[src/rtl/mem_access.sv]
// mem_access: memory-stage bus access unit, one load/store per transaction
// Ports:
//   clk, reset             clock, asynchronous active-low reset
//   in_valid/in_ready      op handshake from the pipeline (mem_read, mem_write, addr, msize, mem_unsigned, wdata)
//   dreq_*                 data-bus request (valid, addr, size, strobe, lane-aligned store data)
//   dresp_*                data-bus response (addr_ok, data_ok, read word)
//   out_valid/out_ready    result handshake to load extraction (rdata, addr_lo, msize, unsigned, misalign)
package common;
  typedef enum logic [1:0] {MSIZE1, MSIZE2, MSIZE4, MSIZE8} msize_t;
endpackage

module mem_access
  import common::*;
(
  input  logic        clk,
  input  logic        reset,
  input  logic        in_valid,
  output logic        in_ready,
  input  logic        mem_read,
  input  logic        mem_write,
  input  logic [63:0] addr,
  input  msize_t      msize,
  input  logic        mem_unsigned,
  input  logic [63:0] wdata,
  output logic        dreq_valid,
  output logic [63:0] dreq_addr,
  output msize_t      dreq_size,
  output logic [7:0]  dreq_strobe,
  output logic [63:0] dreq_data,
  input  logic        dresp_addr_ok,
  input  logic        dresp_data_ok,
  input  logic [63:0] dresp_data,
  output logic        out_valid,
  input  logic        out_ready,
  output logic [63:0] out_rdata,
  output logic [2:0]  out_addr_lo,
  output msize_t      out_msize,
  output logic        out_unsigned,
  output logic        out_misalign
);
  typedef enum logic [1:0] {IDLE, ADDR, DATA, HOLD} state_t;
  state_t state_q, state_d;
  logic [63:0] addr_q, data_q, rdata_q;
  logic [7:0] strobe_q;
  msize_t size_q;
  logic unsigned_q, read_q, misalign_q;
  logic [2:0] a;
  logic mis, accept, capture;
  logic [7:0] strb;
  assign a = addr[2:0];
  assign mis = (msize == MSIZE2 && a[0]) || (msize == MSIZE4 && a[1:0] != 2'd0) ||
               (msize == MSIZE8 && a != 3'd0);
  assign strb = !mem_write ? 8'h00 :
                msize == MSIZE8 ? 8'hff :
                msize == MSIZE4 ? 8'h0f << a :
                msize == MSIZE2 ? 8'h03 << a : 8'h01 << a;
  assign accept = state_q == IDLE && in_valid;
  // both response beats may land together in ADDR; data_ok alone in ADDR is ignored
  assign capture = (state_q == ADDR && dresp_addr_ok && dresp_data_ok) ||
                   (state_q == DATA && dresp_data_ok);
  always_ff @(posedge clk or negedge reset)
    if (!reset) state_q <= IDLE;
    else state_q <= state_d;
  always_comb begin
    state_d = state_q;
    case (state_q)
      IDLE: state_d = !in_valid ? IDLE : (mis || !(mem_read || mem_write)) ? HOLD : ADDR;
      ADDR: state_d = !dresp_addr_ok ? ADDR : dresp_data_ok ? HOLD : DATA;
      DATA: state_d = dresp_data_ok ? HOLD : DATA;
      HOLD: state_d = out_ready ? IDLE : HOLD;
      default: state_d = IDLE;
    endcase
  end
  always_comb begin
    in_ready = state_q == IDLE;
    dreq_valid = state_q == ADDR;
    out_valid = state_q == HOLD;
  end
  always_ff @(posedge clk or negedge reset)
    if (!reset) begin
      addr_q <= '0;
      size_q <= MSIZE1;
      unsigned_q <= 1'b0;
      read_q <= 1'b0;
      strobe_q <= '0;
      data_q <= '0;
      rdata_q <= '0;
      misalign_q <= 1'b0;
    end else if (accept) begin
      addr_q <= addr;
      size_q <= msize;
      unsigned_q <= mem_unsigned;
      read_q <= mem_read;
      strobe_q <= strb;
      data_q <= mem_write ? wdata << {a, 3'b000} : 64'd0;
      rdata_q <= '0;
      misalign_q <= mis;
    end else if (capture && read_q) begin
      rdata_q <= dresp_data;
    end
  assign dreq_addr = addr_q;
  assign dreq_size = size_q;
  assign dreq_strobe = strobe_q;
  assign dreq_data = data_q;
  assign out_rdata = rdata_q;
  assign out_addr_lo = addr_q[2:0];
  assign out_msize = size_q;
  assign out_unsigned = unsigned_q;
  assign out_misalign = misalign_q;
endmodule

[config.mk]
export PLATFORM = sky130hd
export DESIGN_NAME = mem_access
export DESIGN_NICKNAME = d
export VERILOG_FILES = /design/src/rtl/mem_access.sv
export SDC_FILE = /design/constraint.sdc
export NUM_CORES = 1
export LEC_CHECK = 0
export CAP_MARGIN = 10
export CORE_MARGIN = 1.5
export CORE_UTILIZATION = 34
export DETAILED_ROUTE_END_ITERATION = 12
export PLACE_DENSITY = 0.75
export SLEW_MARGIN = 5
export SYNTH_ARGS = -nofsm -noshare
export SYNTH_HDL_FRONTEND = slang
export SYNTH_SLANG_ARGS = --single-unit
[constraint.sdc]
create_clock -name clk -period 3.02 [get_ports clk]
set_clock_uncertainty 0.05 [all_clocks]
set_input_delay 0.604 -clock clk [delete_from_list [all_inputs] [get_ports clk]]
set_output_delay 0.604 -clock clk [all_outputs]
set_load 0.05 [all_outputs]
**Word level (Yosys, flattened, before mapping)**

Cells that the tools add are included.

- Eq/ne operators: 6
- Shift operators: 4
- Mux-type cells: 13
- Reductions and logical operators: 18

Operators by type and width:

| kind | count |
|---|---|
| $mux W64 | 3 |
| $shl A64 B6 Y64 | 1 |
| $mux W8 | 4 |
| $eq A2 B2 Y1 const B | 4 |
| $logic_and A1 B1 Y1 | 8 |
| $mux W2 | 4 |
| $pmux W2 S4 | 1 |
| $shl A1 B3 Y8 const A | 1 |
| $shl A2 B3 Y8 const A | 1 |
| $shl A4 B3 Y8 const A | 1 |
| $logic_or A1 B1 Y1 | 5 |
| $eq A2 B1 Y1 const B | 2 |
| $reduce_bool A2 Y1 | 2 |
| $reduce_bool A3 Y1 | 1 |
| $logic_not A2 Y1 | 1 |
| $logic_not A1 Y1 | 1 |
| $mux W1 | 1 |

- Flip-flop bits (word level): 207
- Output and inout port bits: 212
- Word-level logic and storage cells: 50

**Logic depth before layout (Yosys ltp)**

- Depth in word-level cells: 8
- Depth in mapped cells: 7

**Worst setup path before layout**

No wires, ideal clock.

- Path type: reg2reg
- From: reg state_q[0]
- To: reg addr_q[1] (netlist: dreq_addr[1])
- Data arrival time: 1963 ps
- Required time: 2904 ps
- Slack: 940 ps
- Cell stages (with the launch flop): 8
- Buffers on the path: 3
- Clock period less this slack: 2080 ps
- Cell sequence: dfrtp_1 -> buf_2 -> nor2_1 -> and2_1 -> buf_2 -> clkbuf_1 -> nand2_1 -> nand2_1

- Longest elaborated chain between the ends: 2

RTL lines:

| what | line | RTL |
|---|---|---|
| start: declaration | 42 | `state_t state_q, state_d;` |
| start signal: assignment | 63 | `else state_q <= state_d;` |
| $logic_not A2 Y1 | n/a |  |
| via in_ready | 18 | `output logic in_ready,` |
| $logic_and A1 B1 Y1 | 57 | `assign accept = state_q == IDLE && in_valid;` |
| end signal: assignment | 90 | `addr_q <= addr;` |
| end: declaration | 43 | `logic [63:0] addr_q, data_q, rdata_q;` |

The timed path passes the listed nets, and every way through them passes these cells.
A chain may end at the register's enable or synchronous reset.

**Worst setup path after layout**

- From: reg state_q[0]
- To: out dreq_valid

- Longest elaborated chain between the ends: 1

RTL lines:

| what | line | RTL |
|---|---|---|
| $eq A2 B1 Y1 | 76 | `dreq_valid = state_q == ADDR;` |
| end: declaration | 25 | `output logic dreq_valid,` |

Every way passes these cells.

==> flow_summary.ini <==
[die]
dieHeight_um = 172
die_x_um = 172
start_util_pct = 34.7
die_area_um2 = 29500
io_pins = 415
fp.coreArea_um2 = 27900
std_cell_rows = 61

[finish]
antennaDiodeCount = 0
regArea_um2 = 5180
area_growth_pct = 55.8
fillCellCount = 2406
multiInputGateArea_um2 = 3780
finalNonFillerCells = 1790
layout-drive-gt1-share_pct = 6.66
fin_util_pct = 54.1
fin_area_um2 = 15100
num-nets-final = 1602

[yosys]
synth_cell_types = 43
synth_top_area_share_pct = 53.6
yosysWarnings = 0
netlist_area_um2 = 9670
ys_ff_latch = 207
syn_inst = 1016
synth_edf_count = 0
synthMostInstantiatedCell = nand2_1
ys_top_cells_by_area = dfrtp_1 54%, nand2_1 9.1%, mux2i_1 5.8%
yosysSeqAreaShare_pct = 53.6
avgSynthCellArea_um2 = 9.52
synth.net_count = 1223
yosysTopAreaCell = dfrtp_1
synth_commonest_cells = 234 x nand2_1, 207 x dfrtp_1, 90 x o21ai_0
synth-main-ff-cell = dfrtp_1
async_reset_ff_share_pct = 100

[route]
drt_iter0_drc = 749
drcViolationCount = 0
vias = 9009
wl_um = 34100
dr.pass1.iters = 7
ant_nets = 0
wire_per_inst_um = 19.1
routed_via_density = 5.03

[power_and_ir_drop]
p_leak_nw = 6.95
p_per_area_nw_per_um2 = 1170
ir_drop_v = 0.000576
power_mw = 17.6

[clocking]
cts_buffer_depth = 3
cts.sinks = 207
cts_hold_buf = 0
cts-root-buf = clkbuf_16
cts_made_buffers = 24
cts-resized-gates = 0
cts_tree = built
path_clk_slew_ns = 0.06
cts_setup_buffers = 0
clock_latency_ns = 0.53
htree_levels = 1

[placed_design]
dpl_cell_area_um2 = 14200
dpl.hpwl_um = 24900
dp_slack_ns = 0.326
gp_congestion = 0.908
port_buffers = 414
dp_cells = 1747

[global_routing]
first_global_vias = 8783
gr-usage-met3_pct = 5.57
grt_pass1_wl_um = 50400
busiest_layer = met2
gr-total-overflow = 0
grt_max_degree = 129
grt_util_met1_pct = 28.6
grtUsageMet2_pct = 35.5
antenna_found_initial = 0
track_usage_pct = 22.2

[setup_path]
start_kind = register
slowest_stage = clkdlybuf4s50_1
worstPathRequired_ns = 2.37
max_stage_delay_ns = 0.87
crit_family = buffers and inverters
crit_chain = nor2b_1 > clkdlybuf4s50_1
crit_buf_inv = 1
crit_fanout = 11
worst-setup-path-type = reg -> out
cp-end-kind = primary output
cp_data_arrival_time_ns = 2.09

[sta]
rsz0062_at_grt = no
holdWs_ns = 0.0450
fin_setup_tns_ns = 0
fin_crit_sh_pct = 90.9
setup_ws_ns = 0.275
setup_violations = 0
final_hold_viol_count = 0
relSlewSlack_pct = 36.5
fmax_ghz = 0.364
worst_pin_slew_ns = 0.950
period_minus_slack_ns = 2.75
maxSlewViolCount = 0

[job]
maxCapViolCount = 0

[status]
outcome = completed

[worst_hold_path]
hp-class = in -> async
-- layout by cell type (no fill, tap or decap), drive strengths merged, types with 2 or more instances in the layout --
cell type	netlist	layout
and3b	2	2
o21ai	90	90
nand2	234	234
a221o	2	2
mux2	23	23
o22a	2	2
and2	2	2
nand2b	2	2
nand3	64	64
mux2i	56	56
bufinv	0	6
buf	58	25
dfrtp	207	207
a22oi	9	9
a222oi	7	7
a32o	8	8
a22o	36	36
a21oi	22	22
inv	79	79
or2	2	2
ha	4	4
nor2b	6	6
o22ai	32	32
clkdlybuf4s50	0	412
nor2	17	17
o31ai	7	7
clkbuf	27	36
o211ai	8	8
-- logic make-up after synthesis --
kind of cell,share of synthesized area (%)
AO/OA/AOI/OAI,15.3
adder cells (fa/ha/maj),0.517
buffers and inverters,7.45
flip-flops,53.6
multiplexers,8.47
AND/OR/NAND/NOR,14.7
-- layer usage --
metal / part of all wire (%) / vias up
met1: 40 / 4257
li1: - / 4217
met3: 9.7 / 78
met5: 0 / -
met2: 47 / 457
met4: 4.1 / 0
-- final timing paths --
path	from	to	slack [ns]	depth (start not counted)
worst max register to register	state_q[0]	dreq_data[17]	0.87	4
min in group clk	dreq_addr[54]	dreq_addr[54]	0.42	2
max in group asynchronous	reset	dreq_addr[61]	2.19	2
worst min-delay path	reset	dreq_data[4]	0.05	1
worst max-delay path	state_q[0]	dreq_valid	0.27	2
worst min register to register	dreq_addr[54]	dreq_addr[54]	0.42	2
-- power breakdown --
part / internal, mW / switching (mW) / total, mW
clock network: 2.10 / 1.19 / 3.28
logic: 3.06 / 6.44 / 9.50
registers: 3.98 / 0.797 / 4.78
total: 9.14 / 8.42 / 17.6
-- registers in the layout, indices dropped and copies added (netlist names) --
name / flops
dreq_addr: 64
dreq_data: 64
out_rdata: 64
dreq_strobe: 8
dreq_size: 2
state_q: 2
out_misalign: 1
out_unsigned: 1
read_q: 1
-- worst reg2reg max path, stage by stage, from the launching register on --
cell and delay [ns]:
dfrtp_1 0.47, nand4bb_1 0.34, buf_4 0.27, nor2_1 0.70, a22o_1 0.25
-- layout make-up --
class	count	share of cell area (%)
Clock buffer	35	4.59
Multi-Input combinational cell	645	25.1
Sequential cell	207	34.4
Clock inverter	8	1.35
Timing Repair Buffer	438	29.5
Inverter	79	1.97
Tap cell	378	3.14
Power figures use the tool's default switching activity.
